[src/rtl/adc_acq_multi.sv]
// adc_acq_multi: multi-channel ADC acquisition block.
// Tagged samples are averaged in groups of 2^AVG_LOG2 per channel. Each
// channel has one result register. A control/status word and all results
// are presented on a 32-bit readout mux.
// Optional feature: define ACQ_THRESH_EN to compare every completed
// average against THRESH and raise a sticky ALARM that also drives irq.
module adc_acq_multi #(
    parameter int                N_CH     = 4,
    parameter int                DATA_W   = 12,
    parameter int                AVG_LOG2 = 2,
    parameter logic [DATA_W-1:0] THRESH   = DATA_W'(12'hC00)
) (
    input  logic              clk_in,
    input  logic              rst,
    input  logic              WR1C,
    input  logic [8:0]        i_ext,
    input  logic              adc_valid,
    input  logic [2:0]        adc_chan,
    input  logic [DATA_W-1:0] adc_data,
    input  logic [3:0]        sel_mux,
    input  logic              rd_en,
    output logic [31:0]       out,
    output logic              irq
);

    localparam int ACC_W = DATA_W + AVG_LOG2;
    localparam int CNT_W = (AVG_LOG2 > 0) ? AVG_LOG2 : 1;
    localparam logic [CNT_W-1:0] CNT_LAST = CNT_W'((1 << AVG_LOG2) - 1);

`ifdef ACQ_THRESH_EN
    localparam bit ALARM_EN = 1'b1;
`else
    // Constant-false gate: the comparator folds away and ALARM stays 0.
    localparam bit ALARM_EN = 1'b0;
`endif

    typedef enum logic [1:0] {
        S_IDLE = 2'd0,
        S_RUN  = 2'd1,
        S_DONE = 2'd2
    } state_t;

    // Stored part of the control word; CLR is an action, never stored.
    typedef struct packed {
        logic [4:0] user;
        logic       irq_en;
        logic       cont;
        logic       en;
    } ctrl_t;

    state_t            state_q, state_d;
    ctrl_t             ctrl_q, ctrl_d;
    logic [ACC_W-1:0]  acc_q  [N_CH];
    logic [ACC_W-1:0]  acc_d  [N_CH];
    logic [CNT_W-1:0]  cnt_q  [N_CH];
    logic [CNT_W-1:0]  cnt_d  [N_CH];
    logic [DATA_W-1:0] data_q [N_CH];
    logic [DATA_W-1:0] data_d [N_CH];
    logic [N_CH-1:0]   new_q, new_d;
    logic [N_CH-1:0]   done_q, done_d;
    logic              ovf_q, ovf_d;
    logic              alarm_q, alarm_d;
    logic              irq_q, irq_d;

    logic              samp_ok;
    logic [N_CH-1:0]   hit;
    logic [N_CH-1:0]   res_fire;
    logic [N_CH-1:0]   over_thresh;
    logic [ACC_W-1:0]  sum [N_CH];
    logic [DATA_W-1:0] avg [N_CH];
    logic              enter_run;
    logic              wr_clr;
    logic [31:0]       status;

    // Sample decode: which channel takes the sample and whether it completes an average.
    always_comb begin
        samp_ok = adc_valid && (state_q == S_RUN);
        for (int k = 0; k < N_CH; k++) begin
            hit[k]         = samp_ok && (adc_chan == 3'(k));
            sum[k]         = acc_q[k] + ACC_W'(adc_data);
            avg[k]         = DATA_W'(sum[k] >> AVG_LOG2);
            res_fire[k]    = hit[k] && (cnt_q[k] == CNT_LAST);
            over_thresh[k] = ALARM_EN && (avg[k] > THRESH);
        end
    end

    // Control FSM next state; a control write overrides the single-shot completion.
    always_comb begin
        // NOTE: every output gets a default first so no path leaves it unassigned (no latch).
        state_d = state_q;
        ctrl_d  = ctrl_q;
        case (state_q)
            S_IDLE: if (ctrl_q.en) state_d = S_RUN;
            S_RUN: begin
                if (!ctrl_q.cont && (&(done_q | res_fire))) begin
                    state_d   = S_DONE;
                    ctrl_d.en = 1'b0;
                end
            end
            S_DONE: state_d = S_DONE;
            default: state_d = S_IDLE;
        endcase
        if (WR1C) begin
            ctrl_d.en     = i_ext[0];
            ctrl_d.cont   = i_ext[1];
            ctrl_d.irq_en = i_ext[3];
            ctrl_d.user   = i_ext[8:4];
            state_d       = i_ext[0] ? S_RUN : S_IDLE;
        end
    end

    assign enter_run = (state_d == S_RUN) && (state_q != S_RUN);
    assign wr_clr    = WR1C && i_ext[2];

    // Accumulators, results and flags; clears are applied first so a new result wins.
    always_comb begin
        acc_d   = acc_q;
        cnt_d   = cnt_q;
        data_d  = data_q;
        new_d   = new_q;
        done_d  = done_q;
        ovf_d   = ovf_q;
        alarm_d = alarm_q;
        if (wr_clr) begin
            new_d   = '0;
            ovf_d   = 1'b0;
            alarm_d = 1'b0;
        end
        for (int k = 0; k < N_CH; k++) begin
            if (rd_en && (sel_mux == 4'(k + 1))) new_d[k] = 1'b0;
            if (hit[k]) begin
                if (res_fire[k]) begin
                    data_d[k] = avg[k];
                    new_d[k]  = 1'b1;
                    done_d[k] = 1'b1;
                    acc_d[k]  = '0;
                    cnt_d[k]  = '0;
                    if (new_q[k])       ovf_d   = 1'b1;
                    if (over_thresh[k]) alarm_d = 1'b1;
                end else begin
                    acc_d[k] = sum[k];
                    cnt_d[k] = cnt_q[k] + CNT_W'(1);
                end
            end
        end
        // A fresh run starts from empty accumulators and an empty completion mask.
        if (enter_run) begin
            for (int k = 0; k < N_CH; k++) begin
                acc_d[k] = '0;
                cnt_d[k] = '0;
            end
            done_d = '0;
        end
    end

    assign irq_d = ctrl_q.irq_en & ((|new_q) | alarm_q);

    // Status word assembly and readout mux.
    always_comb begin
        status              = '0;
        status[0]           = ctrl_q.en;
        status[1]           = ctrl_q.cont;
        status[3]           = ctrl_q.irq_en;
        status[8:4]         = ctrl_q.user;
        status[16]          = (state_q == S_RUN);
        status[17]          = |new_q;
        status[18]          = ovf_q;
        status[19]          = alarm_q;
        status[24 +: N_CH]  = new_q;
        out = '0;
        if (sel_mux == 4'd0) out = status;
        for (int k = 0; k < N_CH; k++) begin
            if (sel_mux == 4'(k + 1)) out = 32'(data_q[k]);
        end
    end

    // State register with synchronous active-low reset.
    always_ff @(posedge clk_in) begin
        if (!rst) begin
            state_q <= S_IDLE;
            ctrl_q  <= '0;
            // NOTE: the result array is reset because a readout straight after reset must return 0.
            acc_q   <= '{default: '0};
            cnt_q   <= '{default: '0};
            data_q  <= '{default: '0};
            new_q   <= '0;
            done_q  <= '0;
            ovf_q   <= 1'b0;
            alarm_q <= 1'b0;
            irq_q   <= 1'b0;
        end else begin
            // NOTE: non-blocking assignments so every register samples pre-edge values.
            state_q <= state_d;
            ctrl_q  <= ctrl_d;
            acc_q   <= acc_d;
            cnt_q   <= cnt_d;
            data_q  <= data_d;
            new_q   <= new_d;
            done_q  <= done_d;
            ovf_q   <= ovf_d;
            alarm_q <= alarm_d;
            irq_q   <= irq_d;
        end
    end

    assign irq = irq_q;

endmodule

[config.mk]
export PLATFORM = sky130hd
export DESIGN_NAME = adc_acq_multi
export DESIGN_NICKNAME = d
export VERILOG_FILES = /design/src/rtl/adc_acq_multi.sv
export SDC_FILE = /design/constraint.sdc
export NUM_CORES = 1
export LEC_CHECK = 0
export ABC_AREA = 0
export BUFFER_PORTS_ARGS = -buffer_cell sky130_fd_sc_hd__buf_2
export CORE_MARGIN = 2
export CORE_UTILIZATION = 60
export DETAILED_ROUTE_END_ITERATION = 6
export PLACE_DENSITY_LB_ADDON = 0.3
export SLEW_MARGIN = 20
export SYNTH_ARGS = -nofsm -noshare
export SYNTH_HDL_FRONTEND = slang
export SYNTH_SLANG_ARGS = --single-unit
[constraint.sdc]
create_clock -name clk_in -period 2.8 [get_ports clk_in]
set_input_delay 0.42 -clock clk_in [delete_from_list [all_inputs] [get_ports clk_in]]
set_output_delay 0.42 -clock clk_in [all_outputs]
set_load 0.1 [all_outputs]
[Word-level counts from Yosys, hierarchy flattened]
Index checks and enable logic that the tools add are counted.
Operators by class
  add/subtract/negate cells: 8
  multipliers: 0
  divide/modulo/power cells: 0
  order comparisons: 0
  eq/ne operators: 15
  shift-type cells: 0
  mux-type cells: 47
  bitwise logic cells: 3
  reductions and logical operators: 30
Operator list (number)
  2-to-1 mux 32 bit: 4
  adder 14 x 12 -> 14 bit: 4
  2-to-1 mux 14 bit: 4
  2-to-1 mux 1 bit: 29
  2-to-1 mux 28 bit: 1
  logical AND 1 bit: 16
  2-to-1 mux 2 bit: 7
  equality test 2 bit, second input constant: 5
  AND reduction 2 bit: 5
  adder 2 x 1 -> 2 bit, second input constant: 4
  equality test 4 x 2 -> 1 bit, second input constant: 2
  equality test 3 x 2 -> 1 bit, second input constant: 2
  one-hot mux 2 bit (3 select lines): 1
  equality test 2 x 1 -> 1 bit, second input constant: 2
  equality test 4 x 1 -> 1 bit, second input constant: 1
  equality test 4 x 3 -> 1 bit, second input constant: 1
  zero test 4 bit: 1
  2-to-1 mux 4 bit: 1
  bitwise OR 4 bit: 1
  AND reduction 4 bit: 1
  nonzero test 2 bit: 2
  OR reduction 4 bit: 1
  equality test 3 x 1 -> 1 bit, second input constant: 1
  zero test 3 bit: 1
  6 further kinds: 6
Storage, ports and cells
  register bits: 132
  latch bits: 0
  RAM bits: 0
  bits in read-only memories: 0
  input bits: 33
  output and inout port bits: 33
  logic and storage cells: 127
  memories: 0

[Longest topological paths before layout]
  word-level depth: 15
  mapped depth: 9
  depth with buffers taken out: 9

[Worst setup path after synthesis]
OpenSTA, ideal clock, no wires.
  kind: input-to-output
  start: input port sel_mux[1]
  end: output port out[17]
  arrival: 3868 ps
  required time: 2380 ps
  setup slack: -1488 ps
  stages on the path: 3
  buffers on the path: 2
  cell sequence: clkbuf_1 -> clkbuf_1 -> nor4_1
On the way
  longest elaborated chain between the ends: 6
  elaborated cells on any way between the ends: 10
  those cells by class: eq/ne: 4; mux: 5; reduce/logical: 1
RTL lines
  start, declared: line 20  | input logic [3:0] sel_mux,
  zero test 4 bit: line 171  | if (sel_mux == 4'd0) out = status;
  2-to-1 mux 28 bit: line 171
  2-to-1 mux 32 bit (3 in series): line 173  | if (sel_mux == 4'(k + 1)) out = 32'(data_q[k]);
  2-to-1 mux 32 bit *: line 173
  end, declared: line 22  | output logic [31:0] out,
Mark *: on every way between the ends. The rest lies on a longest branch, timed or not.

[Worst setup path after layout]
  start: register acc_q[0] in the netlist's numbering
  end: register data_q[8] in the netlist's numbering
On the way
  longest elaborated chain between the ends: 1
RTL lines
  start, declared: line 53  | logic [ACC_W-1:0] acc_q [N_CH];
  start signal, assigned: line 183  | acc_q <= '{default: '0};
  start signal, assigned: line 195  | acc_q <= acc_d;
  adder 14 x 12 -> 14 bit: line 80  | sum[k] = acc_q[k] + ACC_W'(adc_data);
  end signal, assigned: line 197  | data_q <= data_d;
  end, declared: line 57  | logic [DATA_W-1:0] data_q [N_CH];
Every way passes these cells.
A chain may end at the register's enable or synchronous reset.

==> results.ini <==
[power_and_ir_drop]
leakage_nw=3.70
ir_worst_vdd_mv=0.427
p_per_area_mw_per_mm2=514

[critical_path]
cp-start-kind=flip-flop
rrSetupSlack_ns=0.30
end_kind=flip-flop
crit_arrival_ns=2.78
path_max_fanout=3
cp.required_ns=3.08
worstSetupPathType=reg -> reg

[placement]
place.gp.congestion=0.979
dpl_cell_area_mm2=0.00823
hpwlAfterDp_um=16100
port_buffers=52

[detailed_routing]
viasPerCell=6.32
drc=0
wl_per_cell_um=19.3
drt.antenna.violating_nets=0
first_iter_violations=777
vias=7156
drt_pass1_iterations=6
finalWirelength_um=21900

[floorplan]
die-width_um=116
core-area_mm2=0.0125
ios=66
fp-row-count=41
initial_utilization_pct=60.8
die_h_um=116
die-area_mm2=0.0135

[sta]
hold_violations=0
max_slew_margin_pct=53.7
period_share_pct=89.3
fin_setup_tns_ns=0
finalSetupViolations=0
drv_slew=0
clock_skew_ns=0.00524
clock.fmax_ghz=0.400
tightest_slew_ns=0.692
rsz0062_at_grt=false
period_needed_ns=2.50

[clocking]
htree_levels=4
cts_buffers=17
clock-sinks=132
postCtsSetupBuffers=0
clkTransAtPathRegs_ns=0.06
clock_latency_ns=0.42
cts_resized=0
hold_buffers=0
clock_path_buffers=2
cts_root_buf=clkbuf_16
tritoncts=yes

[yosys]
avgSynthCellArea_um2=8.45
synth_cell_types=73
synth-edff-count=0
synth-async-reset-ratio_pct=0
syn_inst=897
yosys_warnings=0
ys_seq_area_share_pct=34.9
synth_seq_cells=132
synth_area_mm2=0.00758
synth_flop_cell=dfxtp_1

[grt]
grt_max_degree=36
grt.total_usage_pct=32.7
grt_pass1_wl_um=33500
gr-total-overflow=0
antenna_found_initial=0
grt_pass1_vias=6506

[layout]
area_growth_pct=16.4
drive_above_1_share_pct=15.0
antenna_cells=0
nNetsFinal=1036
stdcell_area_mm2=0.00882

[job]
cap_violations=0

[outcome]
outcome=complete, no violations

[min_path]
hp-class=in -> reg

-- worst max-delay path: stages, from the launching register on --
cell	delay (ns)
dfxtp_1	0.31
ha_1	0.21
fa_1	0.42
a21oi_1	0.20
o21ai_0	0.10
a21oi_1	0.25
o21ai_0	0.24
o31ai_1	0.25
buf_4	0.16
xor2_1	0.13
a211oi_1	0.08
-- stage by stage --
stage	setup slack (ns)	std cells	total power, mW	hold WS [ns]	util [%]
floorplan	0.0364	909	2.24	0.419	-
global placement	0.109	1100	2.36	0.436	66.0
detailed placement	0.0272	1100	2.37	0.441	66.0
CTS	0.325	1132	4.54	0.230	70.8
global route	0.0470	1132	4.65	0.238	70.8
finish	0.300	1132	4.54	0.235	70.8
-- cells in the mapped netlist (4+ instances only) --
library cell    n  share of area (%)
a211oi_1       13                1.3
a21o_1         17                1.7
a21oi_1        81                5.3
a22o_1         13                1.5
a22oi_1        26                2.6
a31o_2          5               0.58
a31oi_1        10               0.83
and2_1         10               0.83
and3_1         13                1.1
and4_1          4               0.46
buf_1           7               0.35
buf_4          14                1.4
clkbuf_1       32                1.6
dfxtp_1       132                 35
fa_1            4                1.1
ha_1           52                8.6
inv_1          10               0.50
mux2_2          5               0.74
mux2i_1        13                1.7
mux4_2          8                2.4
nand2_1       102                5.1
nand3_1        21                1.4
nand3b_1        6               0.59
nand4_1        11               0.91
nor2_1        109                5.4
nor2b_1         4               0.33
nor3_1         23                1.5
nor4_1          4               0.33
o21ai_0        30                2.0
o21bai_1        9               0.89
or3_1           4               0.33
or4_1           4               0.40
xnor2_1        26                3.0
xor2_1         15                1.7
-- worst paths after layout --
kind | start | to | cells past startpoint
setup reg to reg | acc_q[0] | data_q[8] | 10
setup / recovery | acc_q[0] | data_q[8] | 10
hold / removal | i_ext[8] | ctrl_q[7] | 3
hold reg to reg | acc_q[10] | acc_q[10] | 2
-- cells in the final DEF, fill, tap and decap left out, types with 5 or more instances in the layout --
| cell type | synthesis | final |
|---|---|---|
| dfxtp_1 | 132 | 132 |
| nor2_1 | 109 | 109 |
| nand2_1 | 102 | 102 |
| a21oi_1 | 81 | 81 |
| ha_1 | 52 | 52 |
| buf_2 | 1 | 40 |
| o21ai_0 | 30 | 26 |
| xnor2_1 | 26 | 26 |
| a22oi_1 | 26 | 26 |
| nor3_1 | 23 | 23 |
| buf_4 | 14 | 21 |
| nand3_1 | 21 | 20 |
| a21o_1 | 17 | 17 |
| clkbuf_16 | 0 | 17 |
| xor2_1 | 15 | 15 |
| and3_1 | 13 | 13 |
| a211oi_1 | 13 | 13 |
| mux2i_1 | 13 | 13 |
| a22o_1 | 13 | 13 |
| conb_1 | 1 | 13 |
| buf_12 | 0 | 13 |
| nand4_1 | 11 | 11 |
| inv_1 | 10 | 10 |
| and2_1 | 10 | 10 |
| a31oi_1 | 10 | 10 |
| o21bai_1 | 9 | 9 |
| mux4_2 | 8 | 8 |
| nand3b_1 | 6 | 6 |
| a31o_2 | 5 | 5 |
| mux2_2 | 5 | 5 |
-- cells by family (layout without fill, tap and decap cells) --
group                    count (synthesis)  in the layout  synth area share [%]
other                                    1             13                0.0495
AO/OA/AOI/OAI                          243            243                  21.0
AND/OR/NAND/NOR                        331            331                  20.7
XOR/XNOR                                41             41                  4.74
adder cells (fa/ha/maj)                 56             56                  9.64
flip-flops                             132            132                  34.9
buffers and inverters                   67            118                  4.13
multiplexers                            26             26                  4.84
-- sequential cells by signal (all words and copies together) (netlist names) --
| register | count |
|---|---|
| data_q | 48 |
| irq | 1 |
| done_q | 4 |
| ctrl_q | 8 |
| ovf_q | 1 |
| new_q | 4 |
| acc_q | 56 |
| cnt_q | 8 |
| state_q | 2 |
-- power breakdown --
part / switching [mW] / internal (mW) / total [mW]
clock: 0.846 / 1.35 / 2.20
combinational: 0.319 / 0.117 / 0.436
sequential: 0.0110 / 1.89 / 1.90
-- routing by layer --
metal | wire length [um] | vias up | global-route usage (%)
li1 | - | 3354 | -
met1 | 9110 | 3363 | 42.3
met2 | 9740 | 355 | 51.0
met3 | 1790 | 84 | 6.23
met4 | 1230 | 0 | 19.2
met5 | 0 | - | 0
-- layout make-up --
class,count,area [um2]
clock buffer,20,457
clock inverter,12,131
fill,985,3650
inverter,12,45.0
multi-input combinational,710,4710
sequential,132,2640
tap,172,215
timing repair buffer,74,618
Note: power is estimated with default switching activity, not from simulation.
